[config.mk]
export PLATFORM = sky130hd
export DESIGN_NAME = lfsr_bank
export DESIGN_NICKNAME = d
export VERILOG_FILES = /design/src/rtl/lfsr_pkg.sv /design/src/rtl/lfsr_bank_cell.sv /design/src/rtl/lfsr_bank.sv
export SDC_FILE = /design/constraint.sdc
export NUM_CORES = 2
export LEC_CHECK = 0
export BUFFER_PORTS_ARGS = -buffer_cell sky130_fd_sc_hd__buf_2
export CAP_MARGIN = 30
export CORE_MARGIN = 4
export CORE_UTILIZATION = 60
export CTS_CLUSTER_SIZE = 25
export DETAILED_ROUTE_END_ITERATION = 16
export PLACE_DENSITY = 0.79
export REMOVE_ABC_BUFFERS = 1
export SLEW_MARGIN = 20
export SYNTH_ARGS = -nofsm -noshare
export SYNTH_HDL_FRONTEND = slang
export SYNTH_HIERARCHICAL = 1
export SYNTH_SLANG_ARGS = --single-unit
[constraint.sdc]
create_clock -name i_clk -period 12.97 [get_ports i_clk]
set_input_delay 0.6485 -clock i_clk [delete_from_list [all_inputs] [get_ports i_clk]]
set_output_delay 0.6485 -clock i_clk [all_outputs]
set_load 0.03 [all_outputs]
[src/rtl/lfsr_pkg.sv]
// Shared types and helpers for the LFSR bank: FSM state type, tap masks and seed spreading.
package lfsr_pkg;

  typedef enum logic [1:0] {
    StLoad,
    StWarmup,
    StRun
  } lfsr_state_e;

  // Fibonacci tap mask for a legal register width; 0 for unsupported widths.
  function automatic logic [31:0] taps(input int unsigned width);
    logic [31:0] mask;
    case (width)
      8:       mask = 32'h0000_00B8;  // bits 7,5,4,3
      16:      mask = 32'h0000_B400;  // bits 15,13,12,10
      24:      mask = 32'h00E1_0000;  // bits 23,22,21,16
      32:      mask = 32'h8020_0003;  // bits 31,21,1,0
      default: mask = 32'h0000_0000;
    endcase
    return mask;
  endfunction

  // Per-channel seed: base XOR stride*(idx+1), truncated to width; an all-zero
  // result would lock the LFSR, so it becomes 1.
  function automatic logic [31:0] derive_seed(input logic [31:0] base, input int unsigned idx,
                                              input int unsigned stride,
                                              input int unsigned width);
    logic [31:0] mask;
    logic [31:0] s;
    mask = (width >= 32) ? 32'hFFFF_FFFF : ((32'd1 << width) - 32'd1);
    s    = (base ^ (stride * (idx + 1))) & mask;
    if (s == 32'd0) s = 32'd1;
    return s;
  endfunction

endpackage

[src/rtl/lfsr_bank_cell.sv]
// Single Fibonacci LFSR channel with zero-state guard.
module lfsr_cell
  import lfsr_pkg::*;
#(
  parameter int unsigned       LFSR_W   = 16,
  parameter logic [LFSR_W-1:0] TAPS     = LFSR_W'(taps(LFSR_W)),
  parameter logic [LFSR_W-1:0] RST_SEED = {{(LFSR_W-1){1'b0}}, 1'b1}
) (
  input  logic              i_clk,
  input  logic              i_rst,
  input  logic              i_load,
  input  logic [LFSR_W-1:0] i_seed,
  input  logic              i_step,
  output logic [LFSR_W-1:0] o_state,
  output logic              o_fb,
  output logic              o_zero
);

  logic [LFSR_W-1:0] state_q;

  assign o_state = state_q;
  assign o_fb    = ^(state_q & TAPS);
  assign o_zero  = (state_q == '0);

  // Seed load wins over step; a zero state is repaired to 1 instead of shifting.
  always_ff @(posedge i_clk or posedge i_rst) begin
    if (i_rst) begin
      state_q <= RST_SEED;
    end else if (i_load) begin
      state_q <= i_seed;
    end else if (i_step) begin
      state_q <= o_zero ? {{(LFSR_W-1){1'b0}}, 1'b1} : {state_q[LFSR_W-2:0], o_fb};
    end
  end

endmodule

[src/rtl/lfsr_bank.sv]
// Bank of CHANNELS Fibonacci LFSRs with reseed handshake, warm-up phase, advance enable
// and sticky zero-lock fault flag.
// Optional macro LFSR_BANK_READBACK_EN adds i_sel/o_state registered state readback.
module lfsr_bank
  import lfsr_pkg::*;
#(
  parameter int unsigned       CHANNELS     = 48,
  parameter int unsigned       LFSR_W       = 16,
  parameter int unsigned       WARMUP       = 16,
  parameter int unsigned       SEED_STRIDE  = 177,
  parameter logic [LFSR_W-1:0] DEFAULT_SEED = '0
) (
  input  logic                i_clk,
  input  logic                i_rst,
  input  logic                i_en,
  input  logic                i_seed_valid,
  input  logic [LFSR_W-1:0]   i_seed,
  output logic                o_seed_ready,
  output logic [CHANNELS-1:0] o_random,
  output logic                o_valid,
  output logic                o_busy,
  output logic                o_fault
`ifdef LFSR_BANK_READBACK_EN
  ,
  input  logic [$clog2(CHANNELS)-1:0] i_sel,
  output logic [LFSR_W-1:0]           o_state
`endif
);

  localparam int unsigned       CntW     = (WARMUP > 0) ? $clog2(WARMUP + 1) : 1;
  localparam logic [CntW-1:0]   WarmCnt  = CntW'(WARMUP);
  localparam logic [LFSR_W-1:0] Taps     = LFSR_W'(taps(LFSR_W));
  // With no warm-up the bank is usable straight out of reset and after every load.
  localparam lfsr_state_e       RstState = (WARMUP == 0) ? StRun : StWarmup;

  lfsr_state_e       state_q, state_d;
  logic [CntW-1:0]   cnt_q, cnt_d;
  logic [LFSR_W-1:0] seed_q;

  logic accept;
  logic load;
  logic step;
  logic run_adv;

  logic [CHANNELS-1:0] fb;
  logic [CHANNELS-1:0] zero;
`ifdef LFSR_BANK_READBACK_EN
  logic [LFSR_W-1:0] cell_state [CHANNELS];
`endif

  // FSM state and warm-up counter register.
  always_ff @(posedge i_clk or posedge i_rst) begin
    if (i_rst) begin
      state_q <= RstState;
      cnt_q   <= WarmCnt;
    end else begin
      state_q <= state_d;
      cnt_q   <= cnt_d;
    end
  end

  // Next state; an accepted seed overrides everything and restarts via LOAD.
  always_comb begin
    state_d = state_q;
    cnt_d   = cnt_q;
    unique case (state_q)
      StLoad: begin
        cnt_d   = WarmCnt;
        state_d = RstState;
      end
      StWarmup: begin
        if (step) begin
          cnt_d = cnt_q - CntW'(1);
          if (cnt_q == CntW'(1)) state_d = StRun;
        end
      end
      StRun:   state_d = StRun;
      default: state_d = RstState;
    endcase
    if (accept) state_d = StLoad;
  end

  // FSM-decoded controls and handshake outputs.
  always_comb begin
    o_seed_ready = (state_q != StLoad);
    o_busy       = (state_q != StRun);
    accept       = i_seed_valid & o_seed_ready;
    load         = (state_q == StLoad);
    run_adv      = (state_q == StRun) & i_en & ~accept;
    step         = ((state_q == StWarmup) & ~accept) | run_adv;
  end

  // Base seed capture on accept.
  always_ff @(posedge i_clk or posedge i_rst) begin
    if (i_rst) begin
      seed_q <= DEFAULT_SEED;
    end else if (accept) begin
      seed_q <= i_seed;
    end
  end

  // Output bits update only on RUN advances; fault is sticky until the next load.
  always_ff @(posedge i_clk or posedge i_rst) begin
    if (i_rst) begin
      o_random <= '0;
      o_valid  <= 1'b0;
      o_fault  <= 1'b0;
    end else begin
      o_valid <= run_adv;
      if (run_adv) o_random <= fb;
      if (load) begin
        o_fault <= 1'b0;
      end else if (step && (zero != '0)) begin
        o_fault <= 1'b1;
      end
    end
  end

  for (genvar i = 0; i < CHANNELS; i++) begin : gen_ch
    localparam logic [LFSR_W-1:0] RstSeed =
        LFSR_W'(derive_seed(32'(DEFAULT_SEED), i, SEED_STRIDE, LFSR_W));

    logic [LFSR_W-1:0] load_seed;
    logic [LFSR_W-1:0] state;

    assign load_seed = LFSR_W'(derive_seed(32'(seed_q), i, SEED_STRIDE, LFSR_W));

    lfsr_cell #(
      .LFSR_W  (LFSR_W),
      .TAPS    (Taps),
      .RST_SEED(RstSeed)
    ) u_cell (
      .i_clk  (i_clk),
      .i_rst  (i_rst),
      .i_load (load),
      .i_seed (load_seed),
      .i_step (step),
      .o_state(state),
      .o_fb   (fb[i]),
      .o_zero (zero[i])
    );

`ifdef LFSR_BANK_READBACK_EN
    assign cell_state[i] = state;
`else
    logic unused_state;
    assign unused_state = ^state;
`endif
  end

`ifdef LFSR_BANK_READBACK_EN
  // Registered readback of the selected channel; out-of-range selects read 0.
  always_ff @(posedge i_clk or posedge i_rst) begin
    if (i_rst) begin
      o_state <= '0;
    end else if (32'(i_sel) < CHANNELS) begin
      o_state <= cell_state[i_sel];
    end else begin
      o_state <= '0;
    end
  end
`endif

endmodule

==> reports/qor.txt <==
status: completed
achievable frequency: 168 MHz
antenna violations before repair: 4
number of synthesized flops with an enable pin: 0
Filler Cells Inserted: 6100
P_sw: 7.29 mW
Setup crit end kind: register
endpoints failing hold: 0
final wirelength: 118000 um
r2r startpoint: state_q[1]
Sink Count: 841
Seq pwr share: 36.1%
Via density: 5.94
number of global-route vias before repair: 33200
wire per inst: 20.5 um
Synth Flop Type: dfrtp_1
Placer Congestion: 0.938
share of layout cells above drive strength 1: 17.3%
Clk pwr share: 17.0%
slew margin rel.: 13.7%
cell count after synthesis: 5213
register area share after synthesis: 45.2%
Final TNS setup: 0 ns
postcts setup bufs: 0
area occupied by registers: 0.0215 mm^2
crit path from: state_q[1]
Crit Path Class: register to register
maximum VDD drop: 0.000275 V
Comb pwr share: 46.9%
Routed Antenna Nets: 0
Syn Area/Cell: 9.09 um^2
Layout area overhead: 5.01%
Max FO, Critical Path: 177
clock buffer depth: 3
DR vias: 34300
Slew Limit Fails: 0
CTS root buf: clkbuf_16
hold path startpoint: i_seed[3]
maxcap violations: 0
clock-pin slew on the worst setup and hold paths: 0.06 ns
worst-margin pin slew: 1.29 ns
cell area after synthesis: 0.0474 mm^2
number of hold buffers added after cts: 0
Tcrit/Tclk final: 45.9%
CP startpoint kind: register
largest net degree at the start of global routing: 303
pwr/cell area: 330 mW/mm^2
number of diodes: 0
layout net count: 4725
I/O pins: 72
Chip Width: 289 um
Tot GR Track Use: 28.1%
GR Overflow Total: 0
remaining routing DRC violations: 0
CTS H-tree lvls: 3
LEAKAGE: 21.9 nW
Min Clock Period, post-route: 5.95 ns
DRT iter0 DRCs: 3932
# rows: 102
first-pass GRT wire length: 187000 um
ys async rst share: 100%
data required time of the worst path: 13.45 ns
total CTS buffers: 89
RSZ-0062 raised after global routing: false
Syn. warnings: 6
unique cell type count in the Yosys netlist: 51
Port Buffers: 71
die area: 0.0836 mm^2
Core Area: 0.0778 mm^2
P_int: 9.16 mW
Min-Delay Path Class: primary input to register
post-CTS sizing: 0
clk_skew: 0.0306 ns
Initial DRT Pass Iterations: 12
Die Ht: 289 um
fin util: 63.9%
final setup fails: 0
Multi-input gate area: 0.0203 mm^2
Net Sw Frac: 44.3%
dpl hpwl: 69000 um
CP arrival: 6.43 ns
Skew-Pair Late Insertion Delay: 0.66 ns
Starting Density: 60.9%
Synth Register Bits: 841
CTS tree: yes
cell families (layout without fill, tap and decap cells):
logic type	Yosys count	in the layout	share of synthesized area [%]
mux	675	675	14.4
simple gates	1158	1158	13.1
fa+ha+maj	53	53	1.40
buf+inv	1408	924	12.0
compound gates	982	982	12.1
flops	841	841	45.2
xor+xnor	96	96	1.77
sequential cells by signal, summed over array words and instances, names as in the netlist:
signal	count
o_valid	1
state_q	2
cnt_q	5
gen_ch.u_cell/o_state	768
seed_q	16
o_random	48
o_fault	1
path summary, 6_finish.rpt:
check                                                end  slack [ns]  cells past startpoint
setup / recovery           gen_ch[24].u_cell/o_state[13]        7.02                     11
setup reg to reg           gen_ch[24].u_cell/o_state[13]        7.02                     11
min in group asynchronous                   o_random[43]        0.33                      2
hold reg to reg                             o_random[37]        0.50                      1
hold / removal                                 seed_q[3]        0.19                      3
max in group asynchronous                      seed_q[2]       11.38                      3
placed cells by master, fill, tap and decap left out, types with 52 or more instances in the layout:
master     synthesis  routed
nand4_1           54      54
a311oi_1         144     144
mux2i_1          626     626
buf_2             11      72
nor4_2            97      97
nor2_1           115     114
dfrtp_1          526     511
inv_1            636     635
o21ai_0          664     664
clkbuf_16          0      89
ha_1              53      52
dfstp_2          315     315
a21oi_1           98      98
nor3_1            64      64
nand2_1          671     671
per-stage QoR:
step | instances | area, um^2 | total power [mW] | hold WS, ns | setup slack (ns)
6_report | 5769 | 49800 | 16.4 | 0.191 | 7.02
5_1_grt | 5769 | 49800 | 17.6 | 0.196 | 6.76
4_1_cts | 5760 | 49500 | 16.3 | 0.160 | 7.02
3_3_place_gp | 5585 | 46100 | 13.0 | 0.487 | 7.16
3_5_place_dp | 5592 | 46300 | 13.4 | 0.491 | 7.03
2_1_floorplan | 4441 | 44100 | 12.8 | 0.473 | -27.75
power by group through the flow:
stage	Sequential (mW)	Clock [mW]	Combinational, mW
global placement	5.96	0	7.06
detailed placement	5.92	0	7.48
CTS	5.91	2.84	7.53
finish	5.94	2.79	7.70
global route	6.12	2.95	8.50
floorplan	5.73	0	7.09
cells in the mapped netlist, types with 2 or more instances:
| master | count | area share [%] |
|---|---|---|
| a21o_1 | 49 | 0.78 |
| a21oi_1 | 98 | 1.0 |
| a22o_1 | 2 | 0.037 |
| a311oi_1 | 144 | 2.7 |
| a31o_2 | 2 | 0.037 |
| a41o_1 | 11 | 0.23 |
| and2_1 | 3 | 0.040 |
| buf_1 | 8 | 0.063 |
| buf_2 | 11 | 0.12 |
| buf_4 | 100 | 1.6 |
| clkbuf_1 | 647 | 5.1 |
| clkbuf_2 | 3 | 0.032 |
| dfrtp_1 | 526 | 28 |
| dfstp_2 | 315 | 17 |
| dlygate4sd1_1 | 2 | 0.037 |
| ha_1 | 53 | 1.4 |
| inv_1 | 636 | 5.0 |
| mux2_2 | 49 | 1.2 |
| mux2i_1 | 626 | 13 |
| nand2_1 | 671 | 5.3 |
| nand2b_1 | 6 | 0.079 |
| nand3_1 | 21 | 0.22 |
| nand4_1 | 54 | 0.71 |
| nor2_1 | 115 | 0.91 |
| nor2_2 | 2 | 0.026 |
| nor2b_1 | 49 | 0.65 |
| nor3_1 | 64 | 0.68 |
| nor3_4 | 2 | 0.069 |
| nor4_1 | 15 | 0.20 |
| nor4_2 | 97 | 2.6 |
| nor4b_2 | 47 | 1.5 |
| o21ai_0 | 664 | 7.0 |
| o31ai_1 | 4 | 0.063 |
| o41ai_1 | 2 | 0.037 |
| o41ai_2 | 3 | 0.10 |
| or2_2 | 3 | 0.040 |
| xnor2_1 | 48 | 0.89 |
| xor2_1 | 48 | 0.89 |
area by class of cell:
| type | count | area share, % |
|---|---|---|
| Clock buffer | 128 | 5.29 |
| Clock inverter | 40 | 1.26 |
| Multi-Input combinational cell | 2964 | 40.8 |
| Timing Repair Buffer | 120 | 2.08 |
| Tap cell | 1040 | 2.61 |
| Sequential cell | 841 | 43.2 |
| Inverter | 636 | 4.80 |
metal layers:
metal  track usage [%]  up-vias  routed length [um]
met5                 0        -                  11
met4              9.60        2                3980
met3              4.08      295                8600
met2              44.1     1272               55000
met1              40.3    16800               50800
li1                  -    16000                   -
worst max-delay path: stages, from the launching register on:
cell	delay, ns
dfrtp_1	0.39
inv_1	0.13
ha_4	0.69
nand2b_1	0.37
and3_4	0.88
or2_4	0.90
buf_12	0.74
buf_4	0.63
buf_16	0.33
nor2_1	0.08
a311oi_1	0.29
a21oi_1	0.07
(Power assumes the default switching activity.)
